`src/rtl/rf_operand_source.sv`:
```
// ---------------------------------------------------------------------------
// rf_operand_source
//
// Integer register file for the single-cycle RISC-V core. It holds 32 x 32-bit
// registers with x0 hardwired to zero. It drives both ALU operands and takes
// the write-back result (ALU result, load data or link address).
//
// Two combinational read ports and one synchronous write port. An optional
// write-through bypass lets a read see a write that is being presented in the
// same cycle.
//
// Parameters
//   BYPASS   : 1 forwards a same-cycle write to a matching read port,
//              0 returns the pre-write (stored) value until the edge.
//   SP_RESET : reset value of x2 (sp); every other register resets to 0.
//
// Ports
//   i_clk        : core clock, all state updates on the rising edge
//   i_rst        : asynchronous active-high reset
//   i_rs1_raddr  : operand 1 read address
//   o_rs1_rdata  : operand 1 data (ALU op1)
//   i_rs2_raddr  : operand 2 read address
//   o_rs2_rdata  : operand 2 data (ALU op2 / store data)
//   i_rd_wen     : write enable (RegWrite)
//   i_rd_waddr   : write-back destination register
//   i_rd_wdata   : write-back data
//   o_wr_count   : committed writes to x1..x31, wraps modulo 2^32
// ---------------------------------------------------------------------------
module rf_operand_source #(
  parameter bit          BYPASS   = 1'b1,
  parameter logic [31:0] SP_RESET = 32'h0000_0000
) (
  input  logic        i_clk,
  input  logic        i_rst,
  input  logic [4:0]  i_rs1_raddr,
  output logic [31:0] o_rs1_rdata,
  input  logic [4:0]  i_rs2_raddr,
  output logic [31:0] o_rs2_rdata,
  input  logic        i_rd_wen,
  input  logic [4:0]  i_rd_waddr,
  input  logic [31:0] i_rd_wdata,
  output logic [31:0] o_wr_count
);

  // Only x1..x31 have storage; x0 is produced by the read muxes.
  logic [31:0] regs [1:31];
  logic [31:0] wr_count_q;
  logic        commit;
  logic        bypass_en;

  // A write to x0 is not a commit: it neither changes state nor counts.
  assign commit = i_rd_wen && (i_rd_waddr != 5'd0);

  // Forwarding is suppressed during reset so that the reads show the reset
  // contents rather than a write that will never commit.
  assign bypass_en = BYPASS && i_rd_wen && !i_rst;

  // Register array and commit counter. Both share the same commit condition,
  // so the count always matches the number of writes that actually landed.
  always_ff @(posedge i_clk or posedge i_rst) begin
    if (i_rst) begin
      for (int i = 1; i < 32; i++) begin
        regs[i] <= (i == 2) ? SP_RESET : 32'h0;
      end
      wr_count_q <= 32'h0;
    end else if (commit) begin
      regs[i_rd_waddr] <= i_rd_wdata;
      wr_count_q       <= wr_count_q + 32'd1;
    end
  end

  assign o_wr_count = wr_count_q;

  // Read port 1. Address 0 wins over bypass, so x0 always reads zero.
  always_comb begin
    o_rs1_rdata = 32'h0;
    if (i_rs1_raddr != 5'd0) begin
      if (bypass_en && (i_rd_waddr == i_rs1_raddr)) begin
        o_rs1_rdata = i_rd_wdata;
      end else begin
        o_rs1_rdata = regs[i_rs1_raddr];
      end
    end
  end

  // Read port 2 resolves independently with the same rules as port 1.
  always_comb begin
    o_rs2_rdata = 32'h0;
    if (i_rs2_raddr != 5'd0) begin
      if (bypass_en && (i_rd_waddr == i_rs2_raddr)) begin
        o_rs2_rdata = i_rd_wdata;
      end else begin
        o_rs2_rdata = regs[i_rs2_raddr];
      end
    end
  end

endmodule
```
`config.mk`:
```
export PLATFORM = sky130hd
export DESIGN_NAME = rf_operand_source
export DESIGN_NICKNAME = d
export VERILOG_FILES = /design/src/rtl/rf_operand_source.sv
export SDC_FILE = /design/constraint.sdc
export NUM_CORES = 2
export LEC_CHECK = 0
export CAP_MARGIN = 20
export CORE_MARGIN = 2
export CORE_UTILIZATION = 57
export CTS_CLUSTER_DIAMETER = 50
export DETAILED_ROUTE_END_ITERATION = 7
export HOLD_SLACK_MARGIN = 0.06
export PLACE_DENSITY = 0.77
export SYNTH_ARGS = -nofsm -noshare
export SYNTH_HDL_FRONTEND = slang
export SYNTH_SLANG_ARGS = --single-unit
```
`constraint.sdc`:
```
create_clock -name i_clk -period 42.2 [get_ports i_clk]
set_input_delay 8.44 -clock i_clk [delete_from_list [all_inputs] [get_ports i_clk]]
set_output_delay 8.44 -clock i_clk [all_outputs]
set_load 0.02 [all_outputs]
```
==> results by group <==
Clock tree
  • CTS clk-pin slew, worst paths: 60 ps
  • PostCTS Resize Cnt: 0
  • Root Buffer: clkbuf_16
  • Clock tree buffer depth: 3
  • Clock Sink Count: roughly 1,000
  • Post-CTS Setup Inserts: 0
  • CTS hold repair buffers: 0
  • CTS H-tree depth: 3
  • Clk_lat worst skew: 690 ps
  • Total CTS buffers: 117
  • CTS tree: yes

Setup path
  • Setup crit start: i_rs1_raddr[0]
  • Worst R2R Start: o_wr_count[2]$_DFFE_PP0P_
  • Setup crit start kind: input port
  • Worst path cell trace: buf_8 -> buf_12 -> buf_4 -> mux4_2 -> mux2i_1 -> a22o_1 -> a2111oi_1 -> clkdlybuf4s50_1
  • CP Buf/Inv Count: 4
  • CP delay by family, top: buffers and inverters
  • Crit path max fanout: approximately 100
  • CP Capture Type: output pin
  • Data arrival, critical path: 12,830 ps
  • Critical Path RT: around 34,000 ps
  • Critical Path Max Stage Delay: 860 ps
  • Crit path max-delay cell type: a2111oi_1
  • Crit Path Class: in2out

STA
  • Final period utilization: 50.40%
  • Post-layout minimum cycle time: 21,270 ps
  • Max transition margin: between 20% and 30%
  • Post-route setup TNS: 0 ps
  • Worst Tran Pin Value: 1187 ps
  • RSZ-0062 raised after global routing: no
  • Final max-slew violation count: 0
  • FMAX: 47.02 MHz
  • Hold Fails Final Rpt: 0
  • Final Setup Violations: 0
  • Fin Clk Skew: roughly 4.4 ps
  • Final WS setup: 20,930 ps

Routing
  • DRT Pass-1 Iters: 5
  • Drt via density: around 7.1
  • DRT antenna net count: 0
  • DR iter-0 viols: 4,217
  • Routed WL: 162.5 mm
  • Via count: 36,930
  • DR DRC count: 0
  • Post-DR wirelength/cell: 31.37 µm

Floorplanning
  • Initial Util: 57.43%
  • Num rows: 114
  • Core footprint: around 0.097 mm²
  • Die H: roughly 320 µm
  • IO Count: 146
  • Die ar.: 0.09980 mm²
  • Die width: 315.9 µm

Global route
  • Number of global-route vias before repair: 38,100
  • Total grt overflow: 0
  • First-pass GRT wire length: 245.8 mm
  • Largest net degree at the start of global routing: approximately 170
  • Gr usage total: 33.11%
  • Antenna violations before repair: 2

Synthesis
  • Sequential-to-total area share from yosys stat: about 46%
  • Synth Cell Area: roughly 0.055 mm²
  • Syn nets: 3,889
  • Area share of the largest cell type after synthesis: 46.21%
  • Warnings from Yosys: 0
  • Register bit total from synthesis: 1,024
  • Area contributors post-synth: dfrtp_1, mux2_2, mux4_2, mux2i_1, a221oi_1
  • Post-Synth Adder-Cell Area: 0.02256%
  • Post-synth EDFFs: 0
  • Synth Instances: 3,838
  • Top-count cell post-synth: mux2_2
  • Commonest cells in the netlist: mux2_2, dfrtp_1, mux4_2, clkbuf_1, buf_2
  • Largest family of logic cells by synthesized area: multiplexers
  • Yosys top cell by area: dfrtp_1
  • Ys async rst share: between 90% and 100%
  • Synth Area in Simple Gates: under 10%
  • Avg Cell Area, Syn: 14.45 µm²
  • XOR/XNOR Fraction of Synth Area: less than 1%
  • Ys flop type: dfrtp_1
  • Synth cell types: 53
  • Synth Area in Compound Gates: 3.843%
  • Mux contribution to synthesized area: 42.06%

Place
  • Detailed Place HPWL: 90.79 mm
  • RePlAce Congestion: about 0.83
  • IO buf count: 145
  • Placed cell count: 4,955
  • Dpl ws: 20,900 ps

Cells and area
  • Area Overhead vs Synth: 11.90%
  • Fin cells: 5,181
  • Share of cells above drive strength 1: roughly 48%
  • Final #Nets: 3,858

Power and ir drop
  • Worst VDD drop: 0.03456 mV
  • Pwr Density: slightly below 50 mW/mm²
  • Tot Pwr: 3029 µW
  • Leak: 0.02671 µW

Hold path
  • Worst hold path startpoint: o_wr_count[31]$_DFFE_PP0P_
  • HP Class: reg2reg

Status
  • Outcome: complete, no violations

Flow run
  • Number of max-cap violations: 0
==> state kept, by name, indices dropped and copies added, names as in the netlist <==
name / flops
o_wr_count: 32
regs: 992
==> metal layers <==
metal | GRT usage (%) | vias to the layer above | wire, µm
li1 | - | 14700 | -
met1 | 46.53 | 19770 | 64600
met2 | 50.05 | 2041 | 74900
met3 | 8.448 | 411 | 16630
met4 | 12.76 | 4 | 6348
met5 | 0 | - | 27
==> layout make-up <==
| cell class | instances | area, µm² |
|---|---|---|
| diodes | 1 | 2.502 |
| clock buffers | 164 | 3397 |
| clock inverters | 52 | 785.8 |
| fillers | 6853 | 34510 |
| inverters | 32 | 127.6 |
| multi-input cells | 2378 | 28000 |
| flip-flops and latches | 1024 | 25620 |
| well taps | 1276 | 1597 |
| repair buffers | 254 | 2517 |
==> cell families (layout without fill, tap and decap cells) <==
logic type,count (synthesis),after routing
adders and majority gates,1,1
muxes,1639,1639
and+or+nand+nor,418,418
other,0,1
buffers and inverters,436,502
AOI/OAI and AO/OA,279,279
DFF,1024,1024
xor gates and xnor gates,41,41
==> power breakdown <==
| part | total [µW] | switching (µW) | internal (µW) |
|---|---|---|---|
| sequential | 1320 | 146 | 1170 |
| combinational | 627 | 254 | 372 |
| clock | 1090 | 425 | 660 |
==> worst paths after layout <==
| path | slack, ps | cells past startpoint | endpoint |
|---|---|---|---|
| hold / removal | 470 | 1 | o_wr_count[31]$_DFFE_PP0P_ |
| setup / recovery | 20930 | 8 | o_rs1_rdata[13] |
| setup reg to reg | 40060 | 5 | o_wr_count[29]$_DFFE_PP0P_ |
| min in group asynchronous | 8370 | 2 | regs[705]$_DFFE_PP0P_ |
| hold reg to reg | 470 | 1 | o_wr_count[31]$_DFFE_PP0P_ |
| max in group asynchronous | 30630 | 5 | regs[854]$_DFFE_PP0P_ |
==> stage by stage <==
stage / instance area (µm²) / hold WS [ps] / util [%]
after floorplan: 55450 / 476.6 / -
after global placement: 57600 / 469.9 / 59.65
after detailed placement: 57620 / 467.3 / 59.67
after CTS: 61800 / 475.1 / 64.00
after global routing: 62050 / 497.2 / 64.26
final: 62050 / 466.3 / 64.26
==> placed cells by master (no fill, tap or decap), types with 30 or more instances in the layout <==
master / count
mux2_2: 1054
dfrtp_1: 1024
mux4_2: 447
nand2_1: 138
clkdlybuf4s50_1: 136
mux2i_1: 133
clkbuf_16: 119
buf_4: 94
nor2_1: 93
a221oi_1: 93
a21oi_1: 53
nor3_1: 45
nor4_1: 31
inv_1: 30
No activity file was read; power rests on OpenSTA's default activity.
